===== config.mk =====
export PLATFORM = sky130hd
export DESIGN_NAME = gol_sequencer
export DESIGN_NICKNAME = d
export VERILOG_FILES = /design/src/rtl/gol_sequencer.sv
export SDC_FILE = /design/constraint.sdc
export NUM_CORES = 1
export LEC_CHECK = 0
export CAP_MARGIN = 20
export CORE_ASPECT_RATIO = 0.9
export CORE_MARGIN = 3
export CORE_UTILIZATION = 30
export CTS_CLUSTER_DIAMETER = 50
export DETAILED_ROUTE_END_ITERATION = 10
export PLACE_DENSITY = 0.69
export SLEW_MARGIN = 0
export SYNTH_ARGS = -nofsm -noshare
export SYNTH_HDL_FRONTEND = slang
export SYNTH_SLANG_ARGS = --single-unit

===== constraint.sdc =====
create_clock -name clk -period 2.8 [get_ports clk]
set_input_delay 0.42 -clock clk [delete_from_list [all_inputs] [get_ports clk]]
set_output_delay 0.42 -clock clk [all_outputs]
set_load 0.01 [all_outputs]

===== src/rtl/gol_sequencer.sv =====
// Game-of-Life generation sequencer: drives board transfer select lines,
// paces the algorithm engine at a speed-dependent rate, and tracks generation
// count, extinction and engine-timeout status.
module gol_sequencer #(
  parameter int unsigned TICK_DIV = 50000000,
  parameter int unsigned GEN_W    = 16,
  parameter int unsigned DONE_TMO = 1024
) (
  input  logic             clk,
  input  logic             reset,
  input  logic             btn_load,
  input  logic             btn_run,
  input  logic             btn_step,
  input  logic [1:0]       speed,
  input  logic [255:0]     board_i,
  input  logic             eng_done,
  output logic             eng_start,
  output logic [2:0]       select,
  output logic [GEN_W-1:0] gen_count,
  output logic [2:0]       state_o,
  output logic             extinct,
  output logic             err
);

  typedef enum logic [2:0] {
    IDLE     = 3'd0,
    LOAD     = 3'd1,
    RUN_WAIT = 3'd2,
    COMPUTE  = 3'd3,
    CHECK    = 3'd4,
    PAUSED   = 3'd5,
    HALT     = 3'd6
  } state_t;

  localparam int unsigned TW = $clog2(TICK_DIV + 1);
  localparam int unsigned WW = $clog2(DONE_TMO + 1);

  state_t        state;
  logic [TW-1:0] tick;
  logic [WW-1:0] wd;
  logic          step_gen;
  logic [31:0]   period;
  logic [31:0]   period_m1;
  logic          tick_term;
  logic          wd_term;

  // Period follows speed combinationally so a speed change acts on the very
  // next clock; a zero period (tiny TICK_DIV) is treated as one clock.
  always_comb begin
    period    = 32'(TICK_DIV) >> speed;
    period_m1 = (period == 32'd0) ? 32'd0 : period - 32'd1;
    tick_term = 32'(tick) >= period_m1;
    wd_term   = 32'(wd) >= 32'(DONE_TMO - 1);
  end

  // Sequencer FSM with registered status outputs and a one-cycle eng_start
  // pulse raised on every entry into COMPUTE.
  always_ff @(posedge clk or posedge reset) begin
    if (reset) begin
      state     <= IDLE;
      eng_start <= 1'b0;
      gen_count <= '0;
      extinct   <= 1'b0;
      err       <= 1'b0;
      tick      <= '0;
      step_gen  <= 1'b0;
      wd        <= '0;
    end else begin
      eng_start <= 1'b0;
      case (state)
        IDLE: begin
          if (btn_load) begin
            state <= LOAD;
          end else if (btn_run) begin
            tick  <= '0;
            state <= RUN_WAIT;
          end
        end
        LOAD: begin
          gen_count <= '0;
          extinct   <= 1'b0;
          err       <= 1'b0;
          step_gen  <= 1'b0;
          state     <= IDLE;
        end
        RUN_WAIT: begin
          // Pausing leaves tick untouched so resume continues the period.
          if (btn_load) begin
            state <= LOAD;
          end else if (btn_run) begin
            state <= PAUSED;
          end else if (tick_term) begin
            eng_start <= 1'b1;
            tick      <= '0;
            wd        <= '0;
            state     <= COMPUTE;
          end else begin
            tick <= tick + TW'(1);
          end
        end
        COMPUTE: begin
          if (eng_done) begin
            gen_count <= gen_count + GEN_W'(1);
            state     <= CHECK;
          end else if (wd_term) begin
            err      <= 1'b1;
            step_gen <= 1'b0;
            state    <= HALT;
          end else begin
            wd <= wd + WW'(1);
          end
        end
        CHECK: begin
          step_gen <= 1'b0;
          if (board_i == '0) begin
            extinct <= 1'b1;
            state   <= HALT;
          end else if (step_gen) begin
            state <= PAUSED;
          end else begin
            state <= RUN_WAIT;
          end
        end
        PAUSED: begin
          if (btn_load) begin
            state <= LOAD;
          end else if (btn_run) begin
            state <= RUN_WAIT;
          end else if (btn_step) begin
            eng_start <= 1'b1;
            step_gen  <= 1'b1;
            wd        <= '0;
            state     <= COMPUTE;
          end
        end
        HALT: begin
          if (btn_load) state <= LOAD;
        end
        default: state <= IDLE;
      endcase
    end
  end

  assign state_o = state;
  assign select  = {state == HALT, state == COMPUTE, (state == IDLE) || (state == LOAD)};

endmodule


# After elaboration in Yosys (flattened, before gate mapping)

Cells that the tools add are included.

Add/sub/neg operators: 4
Muxes and demuxes: 50
Shift operators: 1
Reduce and logical (&&, ||, !) cells: 17
Equal/unequal tests: 24
Magnitude comparators: 2

Operator list:

| operator                                                                | number |
|---|---|
| 256-bit zero test                                                       | 1 |
| 26-bit two-way mux                                                      | 5 |
| 11-bit two-way mux                                                      | 8 |
| 26-bit one-hot mux with 2 select lines                                  | 1 |
| 3-bit two-way mux                                                       | 13 |
| 11-bit one-hot mux with 3 select lines                                  | 1 |
| 26-bit by 32-bit >= comparator with 1-bit output                        | 1 |
| 32-bit zero test                                                        | 1 |
| 32-bit two-way mux                                                      | 1 |
| 16-bit one-hot mux with 2 select lines                                  | 1 |
| 26-bit by 2-bit >> shifter with 32-bit output, first input constant     | 1 |
| 32-bit by 1-bit subtractor with 32-bit output, second input constant    | 1 |
| 26-bit by 1-bit adder with 26-bit output, second input constant         | 1 |
| 2-bit != test, second input constant                                    | 13 |
| 3-bit one-hot mux with 6 select lines                                   | 1 |
| 16-bit by 1-bit adder with 16-bit output, second input constant         | 1 |
| 16-bit two-way mux                                                      | 1 |
| 1-bit two-way mux                                                       | 14 |
| 11-bit by 1-bit adder with 11-bit output, second input constant         | 1 |
| 11-bit by 10-bit >= comparator with 1-bit output, second input constant | 1 |
| 5-bit AND reduction                                                     | 2 |
| 3-bit equality test, second input constant                              | 3 |
| 9-bit AND reduction                                                     | 1 |
| 4-bit != test, second input constant                                    | 2 |
| 15 further kinds                                                        | 22 |

Bits of input ports: 264
Word-level logic and storage cells: 106
Bits in registers: 60

# Logic depth before layout (Yosys ltp)

Word-level depth: 8
Mapped depth: 13
Depth with buffers taken out: 11

# Worst setup path before layout

No wires, ideal clock.

Path kind: input port to flip-flop
Start: in speed[0]
End: reg state[0], in the netlist state_o[0]
Data required time: 2.675 ns
Data arrival time: 2.728 ns
Buffers on the path: 1
Setup slack: -0.053 ns
Cell stages on the path: 12
Cells stage by stage: nor2_1 -> inv_1 -> ha_1 -> ha_1 -> nand4_1 -> o21ai_0 -> o211ai_1 -> a311oi_4 -> nor2_2 -> buf_6 -> a21oi_2 -> mux2_4

Word-level cells in the longest chain between the ends: 6
Elaborated cells between the ends (all ways): 7
Those cells by class: 1 x add/sub; 1 x order compare; 1 x eq/ne; 1 x shift; 1 x mux; 2 x reduce/logical

RTL lines:

| element                                                                                  | RTL line | text |
|---|---|---|
| start, declared                                                                          | 14       | `input logic [1:0] speed,` |
| 26-bit by 2-bit >> shifter with 32-bit output (*)                                        | 50       | `period = 32'(TICK_DIV) >> speed;` |
| 32-bit by 1-bit subtractor with 32-bit output / 32-bit zero test (equally long branches) | 51       | `period_m1 = (period == 32'd0) ? 32'd0 : period - 32'd1;` |
| 32-bit two-way mux (*)                                                                   | 51       |  |
| 26-bit by 32-bit >= comparator with 1-bit output (*)                                     | 52       | `tick_term = 32'(tick) >= period_m1;` |
| 4-bit != test (no line) (*)                                                              | -        |  |
| 5-bit AND reduction (no line) (*)                                                        | -        |  |
| end signal, assigned                                                                     | 60       | `state <= IDLE;` |
| end signal, assigned                                                                     | 73       | `state <= LOAD;` |
| end signal, assigned                                                                     | 76       | `state <= RUN_WAIT;` |
| end, declared                                                                            | 38       | `state_t state;` |

Mark *: on every way between the ends. The rest lies on a longest branch, timed or not.
A chain may end at the register's enable or synchronous reset.

# Final worst setup path

Start: in speed[0]
End: reg wd[3]

Word-level cells in the longest chain between the ends: 6
Elaborated cells between the ends (all ways): 7
Those cells by class: 1 x add/sub; 1 x order compare; 1 x eq/ne; 1 x shift; 1 x mux; 2 x reduce/logical

RTL lines:

| element                                                                                  | RTL line | text |
|---|---|---|
| 26-bit by 2-bit >> shifter with 32-bit output (*)                                        | 50       |  |
| 32-bit by 1-bit subtractor with 32-bit output / 32-bit zero test (equally long branches) | 51       |  |
| 32-bit two-way mux (*)                                                                   | 51       |  |
| 26-bit by 32-bit >= comparator with 1-bit output (*)                                     | 52       |  |
| 2-bit != test (no line) (*)                                                              | -        |  |
| 9-bit AND reduction (no line) (*)                                                        | -        |  |
| end signal, assigned                                                                     | 110      | `wd <= wd + WW'(1);` |
| end, declared                                                                            | 40       | `logic [WW-1:0] wd;` |

Marked as above.

==> results_dict.tcl <==
set metrics [dict create \
    setup.worst_path.start "speed[0]" \
    fp.coreArea_um2 13700 \
    fin_crit_sh 0.941 \
    yosys_warnings 0 \
    post-synth-top-area-cell "dfrtp_1" \
    worst_pin_slew_ns 0.551 \
    synth-edff-count 0 \
    cts_tree "built" \
    dp_hpwl_mm 17.6 \
    endpoint_kind "register" \
    cts_sinks 60 \
    r2r_end "wd[4]" \
    drcViolationCount 0 \
    synth_area_leaders "dfrtp_1, nor4_1, ha_1" \
    design_area_um2 8030 \
    crit_path_max_fanout 5 \
    grt_max_degree 61 \
    dieWidth_um 132 \
    powerDensity_nw_per_um2 486 \
    first_pass_iters 5 \
    path_cells "dlygate4sd2_1, nor2_2, inv_1, ha_1, ha_4, nand4_1, o21ai_1, o211ai_1, a311oi_4, buf_4, o21ai_4, or4_1, nand3_1" \
    postCtsSetupBuffers 0 \
    synth_nets 794 \
    reg2reg_slack_ns 0.37 \
    crit_family "simple AND/OR/NAND/NOR gates" \
    start_kind "primary input" \
    maxCapViolCount 0 \
    totalWireLength_mm 20.4 \
    utilization 0.588 \
    final.setup.tns_ns 0 \
    vias 5194 \
    worstSetupPathType "primary input to register" \
    insertion_delay_ns 0.33 \
    first_iter_violations 326 \
    finClkSkew_ns 0.00882 \
    boundaryPins 289 \
    cp_num_cells 13 \
    power.leakage_nw 3.23 \
    die-height_um 120 \
    synth_most_common_cell "nor4_1" \
    path_buf_inv 3 \
    root_buffer "clkbuf_16" \
    nNetsFinal 1118 \
    post_dp_cell_area_um2 7670 \
    avgRoutedWirePerCell_um 20.0 \
    synthTopCellsByCount "nor4_1, dfrtp_1, nor2_1" \
    rows 40 \
    synth_seq_cells 60 \
    drive_gt1_frac 0.0970 \
    relSlewSlack 0.629 \
    detail-route-antenna-nets 0 \
    endpoint "wd[3]" \
    status "complete, no violations" \
    hold_viol 0 \
    clk_pin_slew_worst_paths_ns 0.05 \
    netlist_instances 507 \
    slowest_stage "or4_1" \
    syn_area_per_cell_um2 8.49 \
    finalMaxSlewViolations 0 \
    yosysUniqueCellTypes 63 \
    grt_pass1_wl_mm 31.4 \
    antenna_found_initial 1 \
    htree_levels 3 \
    ys_async_sr_fraction 1.00 \
    gp_congestion 0.952 \
    area_delta_synth_final_pct 86.7 \
    rsz0062_at_grt "false" \
    finalSetupViolations 0 \
    crit-reg2reg-launch "tick[13]" \
    portBuffers 288 \
    grt_use_total 0.258 \
    peakVddDrop_mv 0.405 \
    critPathRequiredTime_ns 3.07 \
    antennaDiodeCount 0 \
    clockBufferDepth 2 \
    synth_top_area_frac 0.349 \
    r2r_cells 11 \
    critical-path-max-stage-delay_ns 0.47 \
    viasPerCell 5.07 \
    hold_ws_ns 0.474 \
    period_needed_ns 2.64 \
    ctsHoldBuffers 0 \
    initial_core_util 0.315 \
    grt_pass1_vias 5380 \
    arrival_ns 2.90 \
    overflow 0 \
    ys.flop_type "dfrtp_1" \
    die_area_um2 15800 \
    hp-class "primary input to async pin" \
    syn_area_um2 4300 \
    max_freq_ghz 0.379 \
    cts_buffers 9 \
    yosysSeqAreaShare 0.349 \
]
[per-stage QoR]
step,power (mW),worst slack [ns],cells
after detailed placement,2.66,-0.555,1009
after global routing,4.13,0.0105,1024
after global placement,2.63,-0.433,1009
final,3.90,0.164,1024
after CTS,3.90,0.0926,1024
after floorplan,1.84,0.0508,507
[kinds of logic after synthesis]
family	after synthesis	share of synthesized area
adders and majority gates	25	0.0718
muxes	4	0.0131
buffers and inverters	32	0.0323
xor gates and xnor gates	29	0.0590
other	2	0.00175
DFF	60	0.349
AOI/OAI and AO/OA	76	0.119
and+or+nand+nor	279	0.354
[routing by layer]
| metal | track usage | vias up | routed length [um] |
|---|---|---|---|
| met5 | 0 | - | 13 |
| met4 | 0.0325 | 2 | 152 |
| met3 | 0.0725 | 18 | 1460 |
| met2 | 0.420 | 217 | 9520 |
| met1 | 0.353 | 2389 | 9280 |
| li1 | - | 2568 | - |
[worst min-delay path, stage by stage]
cell and delay, ns:
clkdlybuf4s50_1 0.41, inv_2 0.07, buf_12 0.29
[area by class of cell]
cell class | count | area, um^2
tap | 189 | 236
fill | 1159 | 5630
inverter | 17 | 63.8
timing repair buffer | 328 | 3210
multi-input combinational | 415 | 2700
clock buffer | 11 | 253
clock inverter | 4 | 72.6
sequential | 60 | 1500
[registers in the layout, indices dropped and copies added (netlist names)]
| register | cells |
|---|---|
| eng_start | 1 |
| err | 1 |
| extinct | 1 |
| gen_count | 16 |
| state_o | 3 |
| step_gen | 1 |
| tick | 26 |
| wd | 11 |
[timing repair]
item                                    CTS  global route
gates resized for setup                   4             5
endpoints found under the setup margin   38            16
pin swaps                                 1             1
[worst min path at each step]
stage	startpoint	to	slack (ns)	cells after the start
after global routing	reset	tick[24]	0.50	3
after floorplan	wd[8]	wd[8]	0.45	1
final	reset	tick[19]	0.47	3
after global placement	extinct	extinct	0.46	1
after detailed placement	extinct	extinct	0.48	1
after CTS	reset	tick[19]	0.48	3
[power by group]
part	internal, mW	leakage (nW)	switching [mW]
sequential	0.958	0.824	0.122
combinational	0.875	2.24	0.735
clock	0.820	0.158	0.395
[placed cells by master, fill, tap and decap left out, types with 3 or more instances in the layout]
cell type	netlist	layout
inv_1	16	15
xnor2_1	11	11
buf_4	2	37
nor3b_1	3	3
nor3_1	12	12
nand4_1	29	29
nor4_1	69	69
ha_1	23	22
a31oi_1	7	6
nand2b_1	4	4
and3_1	3	3
nand3_1	26	26
mux2_4	3	3
dfrtp_1	60	60
clkdlybuf4s50_1	0	286
o21ai_0	25	24
nor2_1	60	58
a21oi_1	21	21
and4_1	4	4
clkbuf_16	0	9
or3_1	7	7
nand2_1	39	39
a21o_1	3	3
xor2_1	18	18
nor2b_1	5	5
Note: power is estimated with default switching activity, not from simulation.
